**src/rtl/vga_pkg.sv**
```systemverilog
// vga_pkg: 640x480@60 raster timing constants and counter types
// shared by vga_timing and vga_frame_reader
package vga_pkg;

    typedef logic [9:0] h_cnt_t;
    typedef logic [9:0] v_cnt_t;

    localparam h_cnt_t H_ACTIVE = 10'd640;
    localparam h_cnt_t H_FP     = 10'd16;
    localparam h_cnt_t H_SYNC   = 10'd96;
    localparam h_cnt_t H_BP     = 10'd48;
    localparam h_cnt_t H_TOTAL  = H_ACTIVE + H_FP + H_SYNC + H_BP;

    localparam v_cnt_t V_ACTIVE = 10'd480;
    localparam v_cnt_t V_FP     = 10'd10;
    localparam v_cnt_t V_SYNC   = 10'd2;
    localparam v_cnt_t V_BP     = 10'd33;
    localparam v_cnt_t V_TOTAL  = V_ACTIVE + V_FP + V_SYNC + V_BP;

    localparam h_cnt_t H_SYNC_START = H_ACTIVE + H_FP;
    localparam h_cnt_t H_SYNC_END   = H_SYNC_START + H_SYNC;
    localparam h_cnt_t H_LAST       = H_TOTAL - 10'd1;

    localparam v_cnt_t V_SYNC_START = V_ACTIVE + V_FP;
    localparam v_cnt_t V_SYNC_END   = V_SYNC_START + V_SYNC;
    localparam v_cnt_t V_LAST       = V_TOTAL - 10'd1;

endpackage

```
**src/rtl/vga_timing.sv**
```systemverilog
// vga_timing: pixel-rate enable, raster counters, raw syncs,
// active-area flag and a frame_start pulse on wrap to (0,0)
module vga_timing
    import vga_pkg::*;
(
    input  logic       clk,
    input  logic       reset,
    output logic       pix_en,
    output logic [9:0] h_cnt,
    output logic [9:0] v_cnt,
    output logic       hs,
    output logic       vs,
    output logic       active,
    output logic       frame_start
);

    logic h_wrap;
    logic v_wrap;

    assign h_wrap = (h_cnt == H_LAST);
    assign v_wrap = (v_cnt == V_LAST);

    // pixel-rate enable toggles every clk (clk/2)
    always_ff @(posedge clk or posedge reset) begin
        if (reset) pix_en <= 1'b0;
        else       pix_en <= ~pix_en;
    end

    // raster counters advance once per pixel tick
    always_ff @(posedge clk or posedge reset) begin
        if (reset) begin
            h_cnt <= '0;
            v_cnt <= '0;
        end else if (pix_en) begin
            if (h_wrap) begin
                h_cnt <= '0;
                v_cnt <= v_wrap ? '0 : v_cnt + 10'd1;
            end else begin
                h_cnt <= h_cnt + 10'd1;
            end
        end
    end

    // one-clk pulse in the cycle right after the wrap to (0,0)
    always_ff @(posedge clk or posedge reset) begin
        if (reset) frame_start <= 1'b0;
        else       frame_start <= pix_en & h_wrap & v_wrap;
    end

    assign hs = ~((h_cnt >= H_SYNC_START) && (h_cnt < H_SYNC_END));
    assign vs = ~((v_cnt >= V_SYNC_START) && (v_cnt < V_SYNC_END));
    assign active = (h_cnt < H_ACTIVE) && (v_cnt < V_ACTIVE);

endmodule

```
**src/rtl/vga_frame_reader.sv**
```systemverilog
// vga_frame_reader: reads a grayscale framebuffer and drives a 640x480 VGA DAC.
// Optional macro VGA_BORDER_EN draws a white one-pixel frame around the image.
module vga_frame_reader
    import vga_pkg::*;
#(
    parameter int IMG_W = 256,
    parameter int IMG_H = 256
) (
    input  logic        clk,
    input  logic        reset,
    output logic [15:0] mem_addr,
    output logic        mem_rd_en,
    input  logic [7:0]  mem_data,
    output logic        vga_clk,
    output logic        vga_hs,
    output logic        vga_vs,
    output logic        vga_blank_n,
    output logic        vga_sync_n,
    output logic [7:0]  vga_r,
    output logic [7:0]  vga_g,
    output logic [7:0]  vga_b,
    output logic        frame_start
);

    localparam int     AW       = $clog2(IMG_W);
    localparam h_cnt_t IMG_W_C  = h_cnt_t'(IMG_W);
    localparam v_cnt_t IMG_H_C  = v_cnt_t'(IMG_H);

    logic        pix_en;
    logic [9:0]  h_cnt;
    logic [9:0]  v_cnt;
    logic        raw_hs;
    logic        raw_vs;
    logic        raw_active;
    logic [15:0] addr_next;
    logic        in_img;
    logic        border;

    logic        s1_hs;
    logic        s1_vs;
    logic        s1_active;
    logic        s1_border;
    logic [7:0]  pixel;

    vga_timing u_timing (
        .clk         (clk),
        .reset       (reset),
        .pix_en      (pix_en),
        .h_cnt       (h_cnt),
        .v_cnt       (v_cnt),
        .hs          (raw_hs),
        .vs          (raw_vs),
        .active      (raw_active),
        .frame_start (frame_start)
    );

    // row*IMG_W + col, with IMG_W a power of two
    assign addr_next = 16'((32'(v_cnt) << AW) | (32'(h_cnt) & 32'(IMG_W - 1)));
    assign in_img    = (h_cnt < IMG_W_C) && (v_cnt < IMG_H_C);

`ifdef VGA_BORDER_EN
    assign border = raw_active &&
                    (((h_cnt == IMG_W_C) && (v_cnt <= IMG_H_C)) ||
                     ((v_cnt == IMG_H_C) && (h_cnt <= IMG_W_C)));
`else
    assign border = 1'b0;
`endif

    // stage 1: issue the RAM read and carry the raw control flags
    always_ff @(posedge clk or posedge reset) begin
        if (reset) begin
            mem_addr  <= '0;
            mem_rd_en <= 1'b0;
            s1_hs     <= 1'b1;
            s1_vs     <= 1'b1;
            s1_active <= 1'b0;
            s1_border <= 1'b0;
        end else if (pix_en) begin
            mem_addr  <= addr_next;
            mem_rd_en <= in_img;
            s1_hs     <= raw_hs;
            s1_vs     <= raw_vs;
            s1_active <= raw_active;
            s1_border <= border;
        end
    end

    // stage 2: pick RAM data, border white or black; align syncs
    always_ff @(posedge clk or posedge reset) begin
        if (reset) begin
            vga_hs      <= 1'b1;
            vga_vs      <= 1'b1;
            vga_blank_n <= 1'b0;
            pixel       <= 8'h00;
        end else if (pix_en) begin
            vga_hs      <= s1_hs;
            vga_vs      <= s1_vs;
            vga_blank_n <= s1_active;
            if (!s1_active)     pixel <= 8'h00;
            else if (mem_rd_en) pixel <= mem_data;
            else if (s1_border) pixel <= 8'hFF;
            else                pixel <= 8'h00;
        end
    end

    assign vga_clk    = pix_en;
    assign vga_sync_n = 1'b0;
    assign vga_r      = pixel;
    assign vga_g      = pixel;
    assign vga_b      = pixel;

endmodule

```
**config.mk**
```make
export PLATFORM = sky130hd
export DESIGN_NAME = vga_frame_reader
export DESIGN_NICKNAME = d
export VERILOG_FILES = /design/src/rtl/vga_pkg.sv /design/src/rtl/vga_timing.sv /design/src/rtl/vga_frame_reader.sv
export SDC_FILE = /design/constraint.sdc
export NUM_CORES = 1
export LEC_CHECK = 0
export ABC_AREA = 1
export CAP_MARGIN = 20
export CORE_MARGIN = 5
export CORE_UTILIZATION = 54
export CTS_CLUSTER_DIAMETER = 120
export DETAILED_ROUTE_END_ITERATION = 6
export GPL_TIMING_DRIVEN = 0
export HOLD_SLACK_MARGIN = 0.02
export PLACE_DENSITY = 0.84
export SYNTH_ARGS = -nofsm -noshare
export SYNTH_HDL_FRONTEND = slang
export SYNTH_SLANG_ARGS = --single-unit
```
**constraint.sdc**
```tcl
create_clock -name clk -period 3 [get_ports clk]
set_input_delay 0.6 -clock clk [delete_from_list [all_inputs] [get_ports clk]]
set_output_delay 0.6 -clock clk [all_outputs]
set_load 0.005 [all_outputs]
```
==> impl_metrics.ini <==
[layout]
nets = 388
insertedDiodeCount = 0
instances_no_fill = 442
syn_to_final_growth_pct = 28.1
fraction_of_layout_instances_using_a_drive_strength_above_1_pct = 13.3

[critical_path]
master_of_the_slowest_instance_on_the_critical_path = sky130_fd_sc_hd__dfstp_2
worst-r2r-setup-slack_ps = 1390
cp_data_required_time_ps = 2400
worstReg2RegStart = u_timing.v_cnt[0]
slowest_delay_ps = 540
number_of_cells_traversed_by_the_worst_register_to_register_path = 7
timing_worst_setup_path_type = reg -> out
crit_path_end_kind = output pin
r2r_end = u_timing.v_cnt[0]
arrival_time_reported_for_the_critical_path_endpoint_ps = 1340
setup.worst_path.start_class = flop
cp_num_buf_inv = 1
timing.critical_path.max_delay_family = flip-flops
worstPathCellList = clkdlybuf4s50_1
worst-path-max-fanout = 2

[logic_synthesis]
synth_area_per_cell_sq_um = 8.42
synthSimpleGateAreaFrac_pct = 26.5
postSynthNetCount = 325
ys_types = 34
yosys-mux-area-fraction_pct = 0
synth.largest_area_cell = sky130_fd_sc_hd__dfrtp_1
main_combinational_cell_family_by_area_after_synthesis = simple AND/OR/NAND/NOR gates
syn-cell-area_sq_mm = 0.00262
syn_inst = 311
ys.warnings.count = 0
synth_xor_xnor_area_share_pct = 1.34
synth-adder-area-share_pct = 1.91
synth-seq-cells = 53
synth_top_cell_area_share_pct = 46.8
synth.area.top_cells = sky130_fd_sc_hd__dfrtp_1 (47%), sky130_fd_sc_hd__nand2_1 (13%), sky130_fd_sc_hd__o21ai_0 (5.7%)
ys_seq_area_share_pct = 50.8
synth-compound-area-share_pct = 8.17

[clocking]
cts.clk_slew.worst_paths_ps = 90
cts_max_level = 2
cts-root-buf = sky130_fd_sc_hd__clkbuf_8
post_cts.resized_instances = 0
max-clock-path-buffers = 2
postCtsSetupRepairBufs = 0
clkLatencyLatePin_ps = 310
cts_buffers = 5
cts_hold_buf = 0
numClockSinks = 53
cts_tree = done

[grt]
grt_antenna_before_repair = 0
grt_max_degree = 29
first_global_vias = 2155
grt_overflow = 0
grt_first_pass_wirelength_microns = 9930
track_usage_pct = 20.2

[pwr]
vdd_drop_max_uv = 260
finalPower_mw = 1.20
cellLeakagePower_nw = 1.51
power.density_cell_area_mw_per_mm2 = 357

[run]
drv.max_cap_violation_count = 0

[route]
detail_route.wirelength_microns = 5850
first_pass_iters = 4
ant_nets = 0
dr_total_vias = 2255
drt-wirelength-per-cell_microns = 13.2
vias_per_cell = 5.10
route.detailed.drc = 0
number_of_design_rule_violations_left_by_the_first_detailed_router_iteration = 153

[hold_path]
timing.hold.worst_endpoint = vga_vs
worstHoldStart = vga_vs
holdPathStages = 2
min_path_type = reg -> reg

[floorplan]
start_util_pct = 55.5
dieArea_sq_mm = 0.00634
num_io_pins = 57
std_cell_rows = 25
dieWidth_microns = 79.7
die_y_microns = 79.7
area_of_the_core_sq_mm = 0.00472

[placed_design]
global_placer_s_final_weighted_congestion = 0.896
detailedPlacementHpwl_microns = 4340
post-place-cells = 434
port_buffers = 55

[timing]
timing.slew.headroom_pct = 62.9
fmax_mhz = 516
totalNegativeSetupSlack_ps = 0
rsz0062_at_grt = false
max_slew.worst_pin.slew_ps = 556
worst_clock_skew_on_the_final_layout_ps = 13.0
final-max-slew-violation-count = 0
crit_path_time_final_ps = 1940
min_period_over_period_pct = 64.6
final-hold-violation-count = 0
setup_viol_count_final = 0

[run_status]
status = complete, no violations
## cell usage after synthesis
library cell,n
sky130_fd_sc_hd__nand2_1,90
sky130_fd_sc_hd__dfrtp_1,49
sky130_fd_sc_hd__o21ai_0,30
sky130_fd_sc_hd__inv_1,28
sky130_fd_sc_hd__nor2_1,22
sky130_fd_sc_hd__nand3_1,18
sky130_fd_sc_hd__buf_4,17
sky130_fd_sc_hd__nand4_1,7
sky130_fd_sc_hd__o21ai_1,5
sky130_fd_sc_hd__dfstp_2,4
sky130_fd_sc_hd__ha_1,4
sky130_fd_sc_hd__buf_2,3
sky130_fd_sc_hd__clkbuf_1,3
sky130_fd_sc_hd__inv_2,3
sky130_fd_sc_hd__xor2_1,3
sky130_fd_sc_hd__buf_1,2
sky130_fd_sc_hd__nand3_2,2
sky130_fd_sc_hd__nor2_2,2
sky130_fd_sc_hd__nor3_1,2
sky130_fd_sc_hd__o21ai_2,2
sky130_fd_sc_hd__or2_2,2
sky130_fd_sc_hd__a21oi_1,1
sky130_fd_sc_hd__and3_1,1
sky130_fd_sc_hd__buf_8,1
sky130_fd_sc_hd__conb_1,1
sky130_fd_sc_hd__nand2_2,1
sky130_fd_sc_hd__nand4_2,1
sky130_fd_sc_hd__nand4_4,1
sky130_fd_sc_hd__nor2_4,1
sky130_fd_sc_hd__nor2_8,1
sky130_fd_sc_hd__nor4_1,1
sky130_fd_sc_hd__o31ai_1,1
sky130_fd_sc_hd__o41ai_1,1
sky130_fd_sc_hd__xnor2_1,1
## placed cells by master, fill, tap and decap left out, types with 5 or more instances in the layout
| master | n |
|---|---|
| sky130_fd_sc_hd__inv_1 | 27 |
| sky130_fd_sc_hd__clkdlybuf4s50_1 | 55 |
| sky130_fd_sc_hd__o21ai_1 | 5 |
| sky130_fd_sc_hd__nand2_1 | 90 |
| sky130_fd_sc_hd__clkbuf_8 | 5 |
| sky130_fd_sc_hd__nand4_1 | 7 |
| sky130_fd_sc_hd__nand3_1 | 18 |
| sky130_fd_sc_hd__o21ai_0 | 30 |
| sky130_fd_sc_hd__nor2_1 | 22 |
| sky130_fd_sc_hd__dfrtp_1 | 49 |
| sky130_fd_sc_hd__buf_4 | 17 |
## layout make-up
class,instances,area [sq um]
inverters,31,116
clock buffers,6,72.6
plain buffers,26,176
flip-flops and latches,53,1330
repair buffers,56,571
fillers,367,1370
multi-input cells,201,996
well taps,67,83.8
clock inverters,2,10.0
## report_power, final
| group | switching (mW) | leakage, nW | internal [mW] |
|---|---|---|---|
| logic | 0.0292 | 0.805 | 0.0554 |
| clock network | 0.228 | 0.0450 | 0.162 |
| registers | 0.00533 | 0.659 | 0.720 |
## state kept, by name (all words and copies together), names as in the netlist, 8 cells and up
register and flops:
mem_addr 16, u_timing.h_cnt 10, u_timing.v_cnt 10, vga_b 8
## metrics by stage
stage                     hold WS (ps)  area [sq um]  setup WS [ps]  utilization [%]
final                              470          3360           1060             71.1
after global routing               494          3360           1020             71.1
after CTS                          475          3360           1050             71.1
after detailed placement           453          3270           1400             69.3
after global placement             454          3250            175             68.9
after floorplan                    445          2620           1120                -
## kinds of logic (layout without fill, tap and decap cells)
family,count (synthesis),after routing
other,1,1
AO/OA/AOI/OAI,40,40
buffers and inverters,57,121
XOR/XNOR,4,4
adder cells (fa/ha/maj),4,4
flip-flops,53,53
AND/OR/NAND/NOR,152,152
## worst max-delay path by stage
stage,start,end,depth (start not counted)
after floorplan,reset,mem_addr[0],1
final,vga_vs,vga_vs,1
after global placement,reset,mem_addr[8],2
after detailed placement,vga_hs,vga_hs,1
after CTS,vga_vs,vga_vs,1
after global routing,vga_vs,vga_vs,1
## routing by layer
layer  wire (microns)  track usage (%)
met1             2610             26.7
met2             2680             32.6
met3              443             3.84
met4              114             8.25
met5                0                0
## worst register-to-register path: stages, from the launching register on
cell	delay, ps
sky130_fd_sc_hd__dfrtp_1	490
sky130_fd_sc_hd__inv_1	170
sky130_fd_sc_hd__ha_1	170
sky130_fd_sc_hd__nand2_1	50
sky130_fd_sc_hd__nor2_1	80
sky130_fd_sc_hd__nand3_1	250
sky130_fd_sc_hd__nand3_1	190
sky130_fd_sc_hd__o21ai_0	100
Note: power is estimated with default switching activity, not from simulation.
